<file path="src/rtl/mem_arbiter.sv">
// Two-port arbiter/sequencer in front of a synchronous single-port 4096x16 memory.
// Latency: ack one cycle after the request is sampled in IDLE; read rvalid one cycle after ack.
// Backpressure: a requester holds req and command fields until its ack; the losing port stays pending.
module mem_arbiter #(
  parameter int ADDR_W     = 12,
  parameter int DATA_W     = 16,
  parameter int FIXED_PRIO = 0
) (
  input  logic              clk,
  input  logic              rst_n,
  // port 0: CPU
  input  logic              p0_req,
  input  logic              p0_we,
  input  logic [ADDR_W-1:0] p0_addr,
  input  logic [DATA_W-1:0] p0_wdata,
  output logic              p0_ack,
  output logic              p0_rvalid,
  output logic [DATA_W-1:0] p0_rdata,
  // port 1: DMA / loader / I-O
  input  logic              p1_req,
  input  logic              p1_we,
  input  logic [ADDR_W-1:0] p1_addr,
  input  logic [DATA_W-1:0] p1_wdata,
  output logic              p1_ack,
  output logic              p1_rvalid,
  output logic [DATA_W-1:0] p1_rdata,
  // memory side
  output logic              mem_read,
  output logic              mem_write,
  output logic [ADDR_W-1:0] mem_addr,
  output logic [DATA_W-1:0] mem_wdata,
  input  logic [DATA_W-1:0] mem_rdata
);

  typedef enum logic [1:0] {
    IDLE  = 2'd0,
    ISSUE = 2'd1,
    RESP  = 2'd2
  } state_t;

  state_t            state_q, state_d;

  // Latched command: once captured, port inputs are ignored until IDLE again.
  logic              cmd_we_q, cmd_we_d;
  logic [ADDR_W-1:0] cmd_addr_q, cmd_addr_d;
  logic [DATA_W-1:0] cmd_wdata_q, cmd_wdata_d;
  logic              cmd_port_q, cmd_port_d;

  // Port granted most recently; reset to 1 so port 0 takes the first tie.
  logic              last_grant_q, last_grant_d;

  // Per-port read data holding registers.
  logic [DATA_W-1:0] p0_rdata_q, p0_rdata_d;
  logic [DATA_W-1:0] p1_rdata_q, p1_rdata_d;

  logic              any_req;
  logic              win_port;

  // Pick the winning port among the current requesters.
  always_comb begin
    any_req  = p0_req | p1_req;
    win_port = 1'b0;
    if (p0_req && p1_req) begin
      // Tie: fixed priority favours port 0, otherwise the port not served last.
      win_port = (FIXED_PRIO != 0) ? 1'b0 : ~last_grant_q;
    end else begin
      // Single requester (or none): port 1 wins only if it is the one asking.
      win_port = p1_req;
    end
  end

  // Next-state, command capture and output decode.
  always_comb begin
    state_d      = state_q;
    cmd_we_d     = cmd_we_q;
    cmd_addr_d   = cmd_addr_q;
    cmd_wdata_d  = cmd_wdata_q;
    cmd_port_d   = cmd_port_q;
    last_grant_d = last_grant_q;
    p0_rdata_d   = p0_rdata_q;
    p1_rdata_d   = p1_rdata_q;

    mem_read     = 1'b0;
    mem_write    = 1'b0;
    mem_addr     = cmd_addr_q;
    mem_wdata    = cmd_wdata_q;
    p0_ack       = 1'b0;
    p1_ack       = 1'b0;
    p0_rvalid    = 1'b0;
    p1_rvalid    = 1'b0;
    p0_rdata     = p0_rdata_q;
    p1_rdata     = p1_rdata_q;

    unique case (state_q)
      IDLE: begin
        if (any_req) begin
          cmd_port_d   = win_port;
          cmd_we_d     = win_port ? p1_we    : p0_we;
          cmd_addr_d   = win_port ? p1_addr  : p0_addr;
          cmd_wdata_d  = win_port ? p1_wdata : p0_wdata;
          last_grant_d = win_port;
          state_d      = ISSUE;
        end
      end

      ISSUE: begin
        mem_read  = ~cmd_we_q;
        mem_write = cmd_we_q;
        p0_ack    = ~cmd_port_q;
        p1_ack    = cmd_port_q;
        // Writes complete here; reads need one more cycle for the memory to answer.
        state_d   = cmd_we_q ? IDLE : RESP;
      end

      RESP: begin
        // Memory output is valid this cycle; present it directly and keep a copy.
        if (cmd_port_q) begin
          p1_rvalid  = 1'b1;
          p1_rdata   = mem_rdata;
          p1_rdata_d = mem_rdata;
        end else begin
          p0_rvalid  = 1'b1;
          p0_rdata   = mem_rdata;
          p0_rdata_d = mem_rdata;
        end
        state_d = IDLE;
      end

      default: begin
        state_d = IDLE;
      end
    endcase
  end

  // State and command registers; reset kills any in-flight command.
  always_ff @(posedge clk or negedge rst_n) begin
    if (!rst_n) begin
      state_q      <= IDLE;
      cmd_we_q     <= 1'b0;
      cmd_addr_q   <= '0;
      cmd_wdata_q  <= '0;
      cmd_port_q   <= 1'b0;
      last_grant_q <= 1'b1;
      p0_rdata_q   <= '0;
      p1_rdata_q   <= '0;
    end else begin
      state_q      <= state_d;
      cmd_we_q     <= cmd_we_d;
      cmd_addr_q   <= cmd_addr_d;
      cmd_wdata_q  <= cmd_wdata_d;
      cmd_port_q   <= cmd_port_d;
      last_grant_q <= last_grant_d;
      p0_rdata_q   <= p0_rdata_d;
      p1_rdata_q   <= p1_rdata_d;
    end
  end

endmodule

</file>
<file path="config.mk">
export PLATFORM = sky130hd
export DESIGN_NAME = mem_arbiter
export DESIGN_NICKNAME = d
export VERILOG_FILES = /design/src/rtl/mem_arbiter.sv
export SDC_FILE = /design/constraint.sdc
export NUM_CORES = 1
export LEC_CHECK = 0
export BUFFER_PORTS_ARGS = -buffer_cell sky130_fd_sc_hd__buf_4
export CAP_MARGIN = 20
export CORE_MARGIN = 1.5
export CORE_UTILIZATION = 46
export CTS_CLUSTER_SIZE = 40
export DETAILED_ROUTE_END_ITERATION = 10
export PLACE_DENSITY = 0.79
export SYNTH_ARGS = -nofsm -noshare
export SYNTH_HDL_FRONTEND = slang
export SYNTH_SLANG_ARGS = --single-unit
</file>
<file path="constraint.sdc">
create_clock -name clk -period 2.1 [get_ports clk]
set_input_delay 0 -clock clk [delete_from_list [all_inputs] [get_ports clk]]
set_output_delay 0 -clock clk [all_outputs]
set_load 0.02 [all_outputs]
</file>
## After elaboration in Yosys (flattened, before gate mapping)

Index checks and enable logic that the tools add are counted.

- Equality and inequality tests: 3
- Mux-type cells: 19
- Bitwise logic cells: 4
- Reduce and logical (&&, ||, !) cells: 3

Operators with widths:

| kind | number |
|---|---|
| $mux 16 | 5 |
| $mux 12 | 1 |
| $mux 1 | 10 |
| $mux 2 | 2 |
| $pmux 2 s2 | 1 |
| $not 1->1 | 3 |
| $eq 2x1->1 const B | 1 |
| $eq 2x2->1 const B | 1 |
| $logic_not 2->1 | 1 |
| $ne 2x2->1 const B | 1 |
| $reduce_and 2->1 | 1 |
| $logic_and 1x1->1 | 1 |
| $or 1x1->1 | 1 |

- Register bits after elaboration: 65
- Input port bits: 78
- Word-level logic and storage cells: 37

## Depth between registers and ports, before layout

Gate-level depths: netlist (run 1).

- Depth after elaboration: 3
- Gate-level depth with buffers: 4
- Gate-level depth less buffers: 3

## Least setup slack after synthesis (run 1)

Ideal clock, no wire load.

- Path kind: register to register
- Start point: register cmd_port_q
- End point: register p0_rdata_q[10]
- Arrival time: 1.424 ns
- Required time: 1.933 ns
- Setup slack: 0.509 ns
- Cell stages (with the launch flop): 4
- Clock period less this slack: 1.591 ns
- Cell sequence: dfrtp_1 -> nor3b_4 -> buf_6 -> mux2_1

- Word-level cells in the longest chain between the ends: 2

RTL lines:

| item | RTL line | text |
|---|---|---|
| from (decl) | 47 | `logic cmd_port_q, cmd_port_d;` |
| from (signal assigned) | 151 | `cmd_port_q <= cmd_port_d;` |
| $mux 16 (2 in a row) | -- |  |
| net p0_rdata[10] | 18 | `output logic [DATA_W-1:0] p0_rdata,` |
| to (signal assigned) | 153 | `p0_rdata_q <= p0_rdata_d;` |
| to (decl) | 53 | `logic [DATA_W-1:0] p0_rdata_q, p0_rdata_d;` |

The timed path passes the listed nets, and every way through them passes these cells.
A chain may end at the register's enable or synchronous reset.

## Worst setup path in the final report (run 1)

- Start point: register state_q[0]
- End point: output port p1_rdata[4]

- Word-level cells in the longest chain between the ends: 2

RTL lines:

| item | RTL line | text |
|---|---|---|
| from (decl) | 41 | `state_t state_q, state_d;` |
| from (signal assigned) | 147 | `state_q <= state_d;` |
| $eq 2x2->1 | 94 | `unique case (state_q)` |
| $mux 16 | 94 |  |
| to (decl) | 26 | `output logic [DATA_W-1:0] p1_rdata,` |

Every way passes these cells.

==> impl_results.md, run 1 <==
- DIE WIDTH: 84.18 um
- Met2 Resource Use GR: 0.3207
- HP Class: in2reg
- GRT overflow: 0
- RR Endpoint: cmd_we_q
- # IOs: 144
- Row cnt: 29
- Post-Synthesis Cells: 180
- Core ar.: 6350 sq um
- Hold Fails Final Rpt: 0
- Longest Clk Path Bufs: 2
- Critical path's slowest cell: nand3b_2
- H-tree lvl count: 3
- Gate power share: 0.549
- Yosys warning count: 0
- Global routing met3 resource utilization: 0.05408
- Worst path required time: 2100 ps
- Post-cts resize count: 0
- Area of the multi-input gates: 1321 sq um
- Final Skew: 4.779 ps
- Mapped cell area: 3032 sq um
- Max-cap viol count: 0
- Max incr delay on CP: 540 ps
- Post-detail-place hpwl: 4732 um
- Starting DRT DRC Count: 54
- Vias per cell: 4.869
- Final setup viols: 0
- First-pass GRT wire length: 10680 um
- # diodes: 0
- FF+latch area: 1628 sq um
- DIE HEIGHT: 84.18 um
- Total vias in the final route: 2118
- Post-route minimum period: 1928 ps
- Detailed Route WL: 6685 um
- Hold path start: p1_addr[7]
- Slew HR: 0.4647
- Fill cells: 434
- Area delta synth->final: 51.80%
- Clock sinks: 65
- R2R depth: 4
- R2R Path Start: last_grant_q
- Status: finished, final reports clean
- Detail Route Antenna Nets: 0
- First-pass DRT Iterations: 4
- Measured slew at the worst slew-check pin: 803.0 ps
- GRT busiest layer: met2
- Layout cells sized above 1: 0.6927
- Period Utilization, post-route: 0.9182
- Critical-path cell list: nand3b_2 -> mux2_2 -> buf_4
- Final instance area: 4602 sq um
- CTS tree: built
- Switching part of the total: 0.3675
- Die outline area: 7086 sq um
- Syn Area/Cell: 16.84 sq um
- Sequential Power Share: 0.308
- Syn_nets: 258
- Max IR drop VDD: 1.038 mV
- Crit path capture type: output port
- Critical Path AT: 1930 ps
- Initial antenna violation count: 0
- Setup TNS: 0 ps
- Hold endpoint: mem_addr[7]
- Number of CTS-inserted buffers: 9
- Max Freq: 518.6 MHz
- IO Port Bufs: 143
- Placed cell areas: 4193 sq um
- Clk slew on worst S/H paths: 70 ps
- Post-route DRC: 0
- Pwr Density: 1559 nW/um^2
- Clk root buf: clkbuf_8
- Starting density of the core: 0.4774
- RSZ-0062 raised after global routing: false
- WHS Path Cells: 3
- Internal power: 4.539 mW
- R2r setup slk: 310 ps
- Post-synth cell types: 19
- CP Max Fanout: 17
- Crit. Startpoint: state_q[0]
- NetSw: 2.637 mW
- GRT Util Overall: 0.1943
- Clk_lat worst skew: 330 ps
- Final Slew Violations: 0
- Crit path kind: reg2out
- Pleak: 2.342 nW
- Nets: 431
- Startpoint Class: flop
- WL/cell: 15.37 um
- Register area share after synthesis: 0.5369
- Seq cells post-synth: 65
- Pin count of the biggest net entering global routing: 66
- Number of global-route vias before repair: 2256
- Routability congestion estimate: 0.6923
- GR Layer Usage met1: 0.2356
- Clock network power share: 0.143
- Post-layout util: 0.7247
[layout make-up]
type                       count  area share
clock inverter                 3    0.008700
clock buffer                  13     0.03235
tap                           77     0.02094
sequential                    65      0.3537
multi-input combinational    104      0.2871
timing repair buffer         170      0.2947
inverter                       3    0.002447
[critical path: cells and delay by family (launching register included)]
kind          cells  cell delay (ps)
mux               1              450
buf+inv           1              160
flops             1              440
simple gates      1              540
[cell usage after synthesis (all sizes together)]
master  number  area (sq um)
mux2        88          1197
a21oi        1         5.000
mux2i        2         20.02
nand2b       1         6.260
a31oi        1         6.260
dfstp        1         26.28
o21a         1         7.510
buf          8         72.56
a21bo        1         16.27
inv          3         11.26
nor2         6         22.52
nor3b        1         18.77
dfrtp       64          1602
o32ai        1         8.760
nand3b       1         11.26
[power groups by stage]
stage | clock (mW) | combinational (mW) | sequential [mW]
finish | 1.03 | 3.94 | 2.21
global route | 1.10 | 4.17 | 2.28
CTS | 1.05 | 3.97 | 2.21
detailed placement | 0 | 3.93 | 2.21
global placement | 0 | 3.84 | 2.20
floorplan | 0 | 2.13 | 2.50
[registers in the layout (all words and copies together), names as in the netlist]
signal	count
cmd_port_q	1
cmd_we_q	1
last_grant_q	1
mem_addr	12
mem_wdata	16
p0_rdata_q	16
p1_rdata_q	16
state_q	2
[timing repair]
| action | 4_1_cts | 5_1_grt |
|---|---|---|
| hold endpoints to repair | 99 | 0 |
| buffers inserted | 0 | 0 |
| endpoints found under the setup margin | 0 | 0 |
| hold buffers | 22 | 0 |
[how the worst max path moves through the flow]
stage	slack, ps	endpoint
floorplan	510	p0_rdata_q[10]
global placement	430	mem_wdata[4]
detailed placement	400	mem_wdata[1]
CTS	130	p0_rdata[5]
global route	50	p1_rdata[7]
finish	170	p1_rdata[4]
[layout by cell type, fill, tap and decap left out]
master / Yosys / final
mux2_4: 55 / 55
dfstp_2: 1 / 1
nand3b_2: 1 / 1
clkinv_2: 0 / 2
buf_4: 3 / 146
dfrtp_1: 64 / 64
bufinv_16: 0 / 1
mux2i_1: 2 / 2
nor3b_4: 1 / 1
clkbuf_8: 0 / 10
nand2b_1: 1 / 1
o21a_2: 0 / 1
nor2_1: 6 / 6
dlygate4sd3_1: 0 / 22
mux2_1: 6 / 6
a21bo_4: 1 / 1
inv_1: 3 / 3
a21oi_1: 1 / 1
mux2_2: 27 / 27
buf_12: 0 / 2
clkbuf_1: 0 / 3
a31oi_1: 1 / 1
o32ai_1: 1 / 1
[stage by stage]
step	hold WS [ps]	setup WS (ps)	std cells	power, mW
6_report	17.51	171.8	435	7.176
3_5_place_dp	140.8	401.1	397	6.135
4_1_cts	0.4053	127.8	435	7.229
5_1_grt	3.649	50.81	435	7.548
3_3_place_gp	139.7	425.8	397	6.041
2_1_floorplan	-295.6	509.1	180	4.633
[logic make-up after synthesis]
kind of cell    after synthesis  synth area share
mux                          90            0.4016
flops                        65            0.5369
buf+inv                      11           0.02765
simple gates                  9           0.01940
compound gates                5           0.01445
[routing by layer]
layer	vias to the layer above	part of all wire
met1	1020	0.42
met4	0	0.019
met5	-	0
met3	10	0.084
met2	108	0.48
li1	980	-
Note: power is estimated with default switching activity, not from simulation.
==> run 2: changes to the inputs <==
==> config.mk (replaced) <==
export PLATFORM = sky130hd
export DESIGN_NAME = mem_arbiter
export DESIGN_NICKNAME = d
export VERILOG_FILES = /design/src/rtl/mem_arbiter.sv
export SDC_FILE = /design/constraint.sdc
export NUM_CORES = 1
export LEC_CHECK = 0
export CAP_MARGIN = 20
export CORE_MARGIN = 1.5
export CORE_UTILIZATION = 50
export CTS_CLUSTER_SIZE = 40
export DETAILED_ROUTE_END_ITERATION = 10
export DONT_BUFFER_PORTS = 1
export GPL_TIMING_DRIVEN = 0
export SYNTH_ARGS = -nofsm -noshare
export SYNTH_HDL_FRONTEND = slang
export SYNTH_SLANG_ARGS = --single-unit
==> run 2 against run 1 <==
Sequential cell count unchanged; sequential power up 18%; sequential share of layout area up 3.8 points; wire length down 4.6%; first-iteration DRC count down 13%; highest routed layer unchanged; fmax up 0.12%; non-clock buffer count down 84; count of clock-buffer cells in the layout down 2; global-route usage about the same; largest power group is now registers; combinational power down 36%; setup slack better by 2.2 ps.
==> impl_results.md, run 2 (same netlist as run 1, synthesis figures left out) <==
- Crit path capture type: output port
- Slew HR: 0.6919
- Total power: 6.390 mW
- Clk_lat worst skew: 340 ps
- Layout cells sized above 1: 0.3978
- Critical path's slowest cell: nor3b_4
- First-pass DRT Iterations: 4
- Pleak: 1.919 nW
- RSZ-0062 raised after global routing: false
- Critical-path cell list: nor3b_4 -> buf_6 -> mux2_1
- Period Utilization, post-route: 0.9171
- Max Freq: 519.2 MHz
- Hold Fails Final Rpt: 0
- HP Class: in2reg
- DIE HEIGHT: 80.87 um
- H-tree lvl count: 3
- Post-detail-place hpwl: 4017 um
- Measured slew at the worst slew-check pin: 461.6 ps
- Post-layout util: 0.7066
- Hold path start: p0_req
- Final setup viols: 0
- CP Max Fanout: 10
- IO Port Bufs: 0
- CP bufs+invs: 1
- Final Skew: 8.376 ps
- Final Slew Violations: 0
- RR Endpoint: cmd_we_q
- Initial antenna violation count: 0
- Max IR drop VDD: 0.7550 mV
- Longest Clk Path Bufs: 2
- Starting density of the core: 0.5151
- First-pass GRT wire length: 9397 um
- Status: finished, final reports clean
- Commonest cells after routing, fill and taps aside: dlygate4sd3_1 (77), dfrtp_1 (64), mux2_4 (55)
- Most common cell after layout, fill and taps aside: dlygate4sd3_1
- Max-cap viol count: 0
- Routability congestion estimate: 0.6570
- Clk root buf: clkbuf_8
- # IOs: 144
- Startpoint Class: flop
- Worst path required time: 2100 ps
- Detailed Route WL: 6377 um
- Hold endpoint: mem_wdata[15]
- Row cnt: 28
- Nets: 347
- GRT Util Overall: 0.1947
- Final instance area: 4159 sq um
- R2R depth: 5
- Placed cell areas: 3126 sq um
- CTS tree: built
- WL/cell: 18.27 um
- Post-route DRC: 0
- Post-cts resize count: 0
- Setup TNS: 0 ps
- Crit path kind: reg2out
- Clock sinks: 65
- Crit path max-delay family: simple AND/OR/NAND/NOR gates
- Max incr delay on CP: 450 ps
- # diodes: 0
- Critical Path AT: 1930 ps
- Number of global-route vias before repair: 1871
- Post-route minimum period: 1926 ps
- Die outline area: 6539 sq um
- DIE WIDTH: 80.87 um
- Clk slew on worst S/H paths: 70 ps
- Core ar.: 5886 sq um
- Starting DRT DRC Count: 47
- Vias per cell: 5.158
- R2R Path Start: last_grant_q
- Area delta synth->final: 37.19%
- Pwr Density: 1537 nW/um^2
- Total vias in the final route: 1800
- Number of CTS-inserted buffers: 9
- Pin count of the biggest net entering global routing: 66
- GRT overflow: 0
- R2r setup slk: 310 ps
- Detail Route Antenna Nets: 0
- WHS Path Cells: 2
[run 2: changes by cell type in the layout (fill, tap and decap cells not counted), sizes merged]
cell         previous run  this run
clkbuf                 13        11
bufinv                  1         3
buf                   148         9
dlygate4sd3            22        77
[run 2: worst max-delay path by stage]
stage                from        endpoint  slack, ps  cells after the start
6_report       cmd_port_q     p0_rdata[5]        170                      3
5_1_grt        cmd_port_q     p0_rdata[4]         50                      3
4_1_cts        cmd_port_q     p0_rdata[4]        130                      3
3_5_place_dp   cmd_port_q   p0_rdata_q[4]        330                      3
3_3_place_gp   cmd_port_q   p0_rdata_q[4]        340                      3
2_1_floorplan  cmd_port_q  p0_rdata_q[10]        510                      3
[run 2: worst reg2reg max path: stages (launching register included)]
cell           delay, ps
dfstp_2              550
a21bo_4              140
buf_6                180
mux2i_1              190
dlygate4sd3_1        560
mux2i_1               60
[run 2: per-layer routing]
layer  up-vias  wire, um  global-route usage
met3        10       600             0.08315
met2        90      3200              0.3175
met1       880      2488              0.2238
li1        820         -                   -
met4         0        88             0.08276
met5         -         0                   0
[run 2: where the power goes]
| part | internal, mW | switching (mW) |
|---|---|---|
| clock network | 0.790 | 0.468 |
| registers | 1.90 | 0.704 |
| logic | 1.23 | 1.30 |
| total | 3.92 | 2.47 |
[run 2: cell type report]
type / instances / area [sq um]
buffer: 8 / 72.57
clock buffer: 11 / 131.4
fill: 391 / 1727
sequential: 65 / 1628
timing repair buffer: 78 / 798.3
clock inverter: 5 / 103.9
inverter: 3 / 11.26
multi-input combinational: 104 / 1320
tap: 75 / 93.84
[run 2: repair_timing]
| action | 4_1_cts | 5_1_grt |
|---|---|---|
| buffers inserted | 0 | 0 |
| hold buffers | 78 | 0 |
| endpoints found under the hold margin | 127 | 0 |
[run 2: stage by stage]
| step | hold WS [ps] | worst slack, ps | std cells |
|---|---|---|---|
| 6_report | 31.41 | 174.1 | 349 |
| 5_1_grt | 51.76 | 54.33 | 349 |
| 4_1_cts | 19.18 | 128.7 | 349 |
| 3_5_place_dp | -294.1 | 330.0 | 255 |
| 3_3_place_gp | -294.2 | 339.1 | 255 |
| 2_1_floorplan | -295.6 | 509.1 | 180 |
